==> config.mk <==
export PLATFORM = sky130hd
export DESIGN_NAME = dcache_mem_rdport
export DESIGN_NICKNAME = d
export VERILOG_FILES = /design/src/rtl/dcache_mem_rdport.sv
export SDC_FILE = /design/constraint.sdc
export NUM_CORES = 1
export LEC_CHECK = 0
export BUFFER_PORTS_ARGS = -buffer_cell sky130_fd_sc_hd__buf_2
export CORE_MARGIN = 2
export CORE_UTILIZATION = 51
export DETAILED_ROUTE_END_ITERATION = 10
export PLACE_DENSITY_LB_ADDON = 0.25
export SYNTH_ARGS = -nofsm -noshare
export SYNTH_HDL_FRONTEND = slang
export SYNTH_SLANG_ARGS = --single-unit
==> constraint.sdc <==
create_clock -name clk -period 4.18 [get_ports clk]
set_input_delay 0.418 -clock clk [delete_from_list [all_inputs] [get_ports clk]]
set_output_delay 0.418 -clock clk [all_outputs]
set_load 0.01 [all_outputs]
==> src/rtl/dcache_mem_rdport.sv <==
// Memory-side burst read engine for one dcache line: issues a req/ack bus request, then forwards BURSTLEN beats.
// Optional idle-beat watchdog with sticky timeout output: define DCACHE_RDPORT_TIMEOUT_EN.
module dcache_mem_rdport #(
  parameter int unsigned BURSTLEN = 8,
  parameter int unsigned ADDRBITS = 32,
  parameter int unsigned DATABITS = 32
`ifdef DCACHE_RDPORT_TIMEOUT_EN
  , parameter int unsigned TIMEOUT = 1023
`endif
) (
  input  logic                clk,
  input  logic                reset,
  input  logic [ADDRBITS-1:0] mem_addr,
  input  logic                mem_rdreq,
  output logic [15:0]         mem_burstlen,
  output logic [DATABITS-1:0] mem_dataout,
  output logic                mem_valid,
  output logic [ADDRBITS-1:0] bus_addr,
  output logic                bus_rdreq,
  input  logic                bus_ack,
  input  logic [DATABITS-1:0] bus_rddata,
  input  logic                bus_rdvalid,
  output logic                busy,
  output logic                overrun
`ifdef DCACHE_RDPORT_TIMEOUT_EN
  , output logic              timeout
`endif
);

  localparam logic [15:0]         LAST_BEAT = 16'(BURSTLEN - 1);
  localparam logic [ADDRBITS-1:0] ALIGN     = ~ADDRBITS'(3);

  typedef enum logic [1:0] {IDLE, REQ, DATA} state_t;

  state_t              state, state_nx;
  logic                pend_full, pend_full_nx;
  logic [ADDRBITS-1:0] pend_addr, pend_addr_nx;
  logic [15:0]         beat_cnt, beat_cnt_nx;
  logic [ADDRBITS-1:0] bus_addr_nx;
  logic                bus_rdreq_nx;
  logic [DATABITS-1:0] mem_dataout_nx;
  logic                mem_valid_nx;
  logic                busy_nx;
  logic                overrun_nx;

`ifdef DCACHE_RDPORT_TIMEOUT_EN
  localparam int unsigned WDW = $clog2(TIMEOUT + 1);
  logic [WDW-1:0] wdog, wdog_nx;
  logic           timeout_nx;
`endif

  assign mem_burstlen = 16'(BURSTLEN);

  // Next-state and registered-output computation
  always_comb begin
    state_nx       = state;
    pend_full_nx   = pend_full;
    pend_addr_nx   = pend_addr;
    beat_cnt_nx    = beat_cnt;
    bus_addr_nx    = bus_addr;
    bus_rdreq_nx   = bus_rdreq;
    mem_dataout_nx = mem_dataout;
    mem_valid_nx   = 1'b0;
    overrun_nx     = overrun;
`ifdef DCACHE_RDPORT_TIMEOUT_EN
    wdog_nx        = '0;
    timeout_nx     = timeout;
`endif

    case (state)
      IDLE: begin
        // A parked request wins; a simultaneous new request refills the slot.
        if (pend_full) begin
          bus_addr_nx  = pend_addr & ALIGN;
          bus_rdreq_nx = 1'b1;
          state_nx     = REQ;
          pend_full_nx = mem_rdreq;
          if (mem_rdreq) pend_addr_nx = mem_addr;
        end else if (mem_rdreq) begin
          bus_addr_nx  = mem_addr & ALIGN;
          bus_rdreq_nx = 1'b1;
          state_nx     = REQ;
        end
      end
      REQ: begin
        if (bus_ack) begin
          bus_rdreq_nx = 1'b0;
          beat_cnt_nx  = '0;
          state_nx     = DATA;
        end
      end
      DATA: begin
        if (bus_rdvalid) begin
          mem_valid_nx   = 1'b1;
          mem_dataout_nx = bus_rddata;
          beat_cnt_nx    = 16'(beat_cnt + 16'd1);
          if (beat_cnt == LAST_BEAT) state_nx = IDLE;
        end
      end
      default: state_nx = IDLE;
    endcase

    if (state != IDLE && mem_rdreq) begin
      if (pend_full) begin
        overrun_nx = 1'b1;
      end else begin
        pend_full_nx = 1'b1;
        pend_addr_nx = mem_addr;
      end
    end

`ifdef DCACHE_RDPORT_TIMEOUT_EN
    // Count consecutive stalled cycles; abort the transfer when the limit is hit.
    if ((state == REQ && !bus_ack) || (state == DATA && !bus_rdvalid)) begin
      if (wdog == WDW'(TIMEOUT - 1)) begin
        state_nx     = IDLE;
        bus_rdreq_nx = 1'b0;
        timeout_nx   = 1'b1;
      end else begin
        wdog_nx = WDW'(wdog + WDW'(1));
      end
    end
`endif

    busy_nx = (state_nx != IDLE) | pend_full_nx;
  end

  always_ff @(posedge clk or posedge reset) begin
    if (reset) begin
      state       <= IDLE;
      pend_full   <= 1'b0;
      pend_addr   <= '0;
      beat_cnt    <= '0;
      bus_addr    <= '0;
      bus_rdreq   <= 1'b0;
      mem_dataout <= '0;
      mem_valid   <= 1'b0;
      busy        <= 1'b0;
      overrun     <= 1'b0;
`ifdef DCACHE_RDPORT_TIMEOUT_EN
      wdog        <= '0;
      timeout     <= 1'b0;
`endif
    end else begin
      state       <= state_nx;
      pend_full   <= pend_full_nx;
      pend_addr   <= pend_addr_nx;
      beat_cnt    <= beat_cnt_nx;
      bus_addr    <= bus_addr_nx;
      bus_rdreq   <= bus_rdreq_nx;
      mem_dataout <= mem_dataout_nx;
      mem_valid   <= mem_valid_nx;
      busy        <= busy_nx;
      overrun     <= overrun_nx;
`ifdef DCACHE_RDPORT_TIMEOUT_EN
      wdog        <= wdog_nx;
      timeout     <= timeout_nx;
`endif
    end
  end

endmodule
==> impl_metrics.env <==
export IMPL_layout_nets=665
export IMPL_power_density_nw_per_um2=784
export IMPL_insertion_delay_ns=0.51
export IMPL_fill_cells=774
export IMPL_gp_congestion=0.757
export IMPL_root_buffer="clkbuf_8"
export IMPL_synth_async_sr_flop_share=1.00
export IMPL_synth_common_cells="115 x dfrtp_1, 105 x nand2_1, 40 x a21oi_1, 40 x nor2_1"
export IMPL_post_cts_buffers=0
export IMPL_synth_area_leaders="dfrtp_1 59%, nand2_1 8.0%, mux2_2 6.9%, mux2i_1 6.1%, a21oi_1 4.1%"
export IMPL_finalWorstSetupSlack_ns=1.83
export IMPL_drtPass1Iterations=4
export IMPL_synth_flop_cell="dfrtp_1"
export IMPL_worstPathRequired_ns=4.57
export IMPL_grt_pass1_vias=3689
export IMPL_skew_ns=0.00769
export IMPL_fp_dieArea_um2=10400
export IMPL_cts_tree="yes"
export IMPL_hold_violations=0
export IMPL_n_antenna_cell=0
export IMPL_multi_input_area_um2=1840
export IMPL_syn_area_per_cell_um2=10.6
export IMPL_routedWlPerCell_um=14.5
export IMPL_tightest_slew_ns=1.08
export IMPL_ys_seq_area_frac=0.587
export IMPL_cp_max_fo=33
export IMPL_ys_seq_elements=115
export IMPL_end_kind="register"
export IMPL_r2r_cells=5
export IMPL_period_share=0.562
export IMPL_maxSlewHeadroom=0.278
export IMPL_critPathKind="reg2reg"
export IMPL_ir_worst_vdd_mv=0.449
export IMPL_dp_slack_ns=1.83
export IMPL_syn_to_final_growth_pct=25.5
export IMPL_synth_most_common_cell="dfrtp_1"
export IMPL_ys_warn_count=0
export IMPL_maxCapViolCount=0
export IMPL_synth_top_area_frac=0.587
export IMPL_wl_mm=10.7
export IMPL_max_freq_mhz=426
export IMPL_drc=0
export IMPL_synth_compound_area_frac=0.0620
export IMPL_overflow=0
export IMPL_synth_xor_area_frac=0.0107
export IMPL_grt_use_total=0.217
export IMPL_cp_arrival_ns=2.74
export IMPL_die_h_um=102
export IMPL_ys_types=38
export IMPL_netlist_instances=463
export IMPL_num_rows=35
export IMPL_cp_start_kind="register"
export IMPL_cts_repair_resize_count=0
export IMPL_via_per_inst=4.97
export IMPL_synth_simple_gate_area_share=0.154
export IMPL_hold_class="in2reg"
export IMPL_dp_hpwl_mm=6.95
export IMPL_fin_setup_tns_ns=0
export IMPL_hold_depth=3
export IMPL_clk_pin_slew_ns=0.06
export IMPL_setup_viol=0
export IMPL_grt_pass1_wl_mm=17.3
export IMPL_synth_top_area_cell="dfrtp_1"
export IMPL_antenna_found_initial=0
export IMPL_io_pins=153
export IMPL_drive_gt1_frac=0.336
export IMPL_synth_top_family_by_area="simple AND/OR/NAND/NOR gates"
export IMPL_portBuffers=132
export IMPL_htree_levels=4
export IMPL_grt_max_degree=91
export IMPL_ant_nets=0
export IMPL_synth_edf_count=0
export IMPL_cts_hold_buf=0
export IMPL_mappedNetlistArea_um2=4900
export IMPL_outcome="completed"
export IMPL_die_x_um=102
export IMPL_fp_coreArea_um2=9280
export IMPL_cts_buffers=17
export IMPL_synth_area_mux_share=0.130
export IMPL_holdWs_ns=0.0938
export IMPL_leakage_nw=3.13
export IMPL_fin_crit_ns=2.35
export IMPL_final_seq_area_um2=2880
export IMPL_final_max_slew_viol_count=0
export IMPL_clock_sinks=115
export IMPL_vias=3660
export IMPL_drtIter0Drc=137
export IMPL_synth_adder_area_share=0.00255
export IMPL_clock_path_buffers=2
export IMPL_rsz0062_at_grt="false"
export IMPL_initial_utilization=0.528
[per-stage QoR]
step	utilization	std cells	instance area (µm²)	total power, mW
finish	0.662	737	6150	4.82
global route	0.662	737	6150	5.15
CTS	0.662	737	6150	4.87
detailed placement	0.603	705	5600	3.52
global placement	0.603	705	5600	3.43
floorplan	-	479	4960	2.97
[cell type report]
type	instances	share of cell area
clock buffers	17	0.0674
clock inverters	15	0.0218
inverters	4	0.00285
multi-input cells	319	0.299
flip-flops and latches	115	0.468
well taps	129	0.0263
repair buffers	138	0.115
[flip-flops by register name, indices dropped and copies added (netlist names), 2 cells and up]
signal and cells:
mem_dataout 32, bus_addr 30, pend_addr 30, state 2, beat_cnt 16
[worst paths after layout]
check	start	end	slack (ns)
worst min register to register	mem_dataout[13]	mem_dataout[13]	0.47
max in group asynchronous	reset	pend_addr[23]	3.02
worst min-delay path	bus_rddata[5]	mem_dataout[5]	0.09
worst max-delay path	pend_full	pend_addr[8]	1.83
worst max register to register	pend_full	pend_addr[8]	1.83
min in group asynchronous	reset	mem_dataout[6]	0.19
[per-layer routing]
metal	routed length (µm)	vias up	track usage
met4	165	0	0.0810
li1	-	1790	-
met3	635	13	0.0793
met5	0	-	0
met2	5390	93	0.364
met1	4520	1764	0.258
[kinds of logic after synthesis]
group	after synthesis
other	2
AOI/OAI and AO/OA	57
muxes	60
and+or+nand+nor	177
adders and majority gates	1
buffers and inverters	45
xor gates and xnor gates	6
DFF	115
[power breakdown]
| part | switching [mW] | internal [mW] | leakage (nW) | total (mW) |
|---|---|---|---|---|
| registers | 0.243 | 1.59 | 1.39 | 1.84 |
| logic | 0.918 | 0.742 | 1.49 | 1.66 |
| clock network | 0.534 | 0.789 | 0.253 | 1.32 |
| total | 1.70 | 3.12 | 3.13 | 4.82 |
[placed cells by master (no fill, tap or decap), types with 2 or more instances in the layout]
cell	count
clkinvlp_4	6
nor2_1	40
clkbuf_16	16
nand3b_1	2
inv_6	3
mux2i_1	30
conb_1	18
xnor2_1	3
clkinv_2	3
mux2_2	30
dfrtp_1	114
xor2_1	3
buf_4	6
a21oi_1	40
and4_1	2
inv_1	3
buf_2	132
nand3_1	4
o21ai_0	11
or3_1	9
clkinv_4	2
nand4_1	4
nor4_1	2
nand2_1	105
[critical path, cell delays in order (launching register included)]
cell	delay [ns]
dfrtp_2	0.34
buf_4	0.47
xnor2_1	0.14
nand2_1	0.52
buf_4	0.38
mux2_2	0.37
No activity file was read; power rests on OpenSTA's default activity.
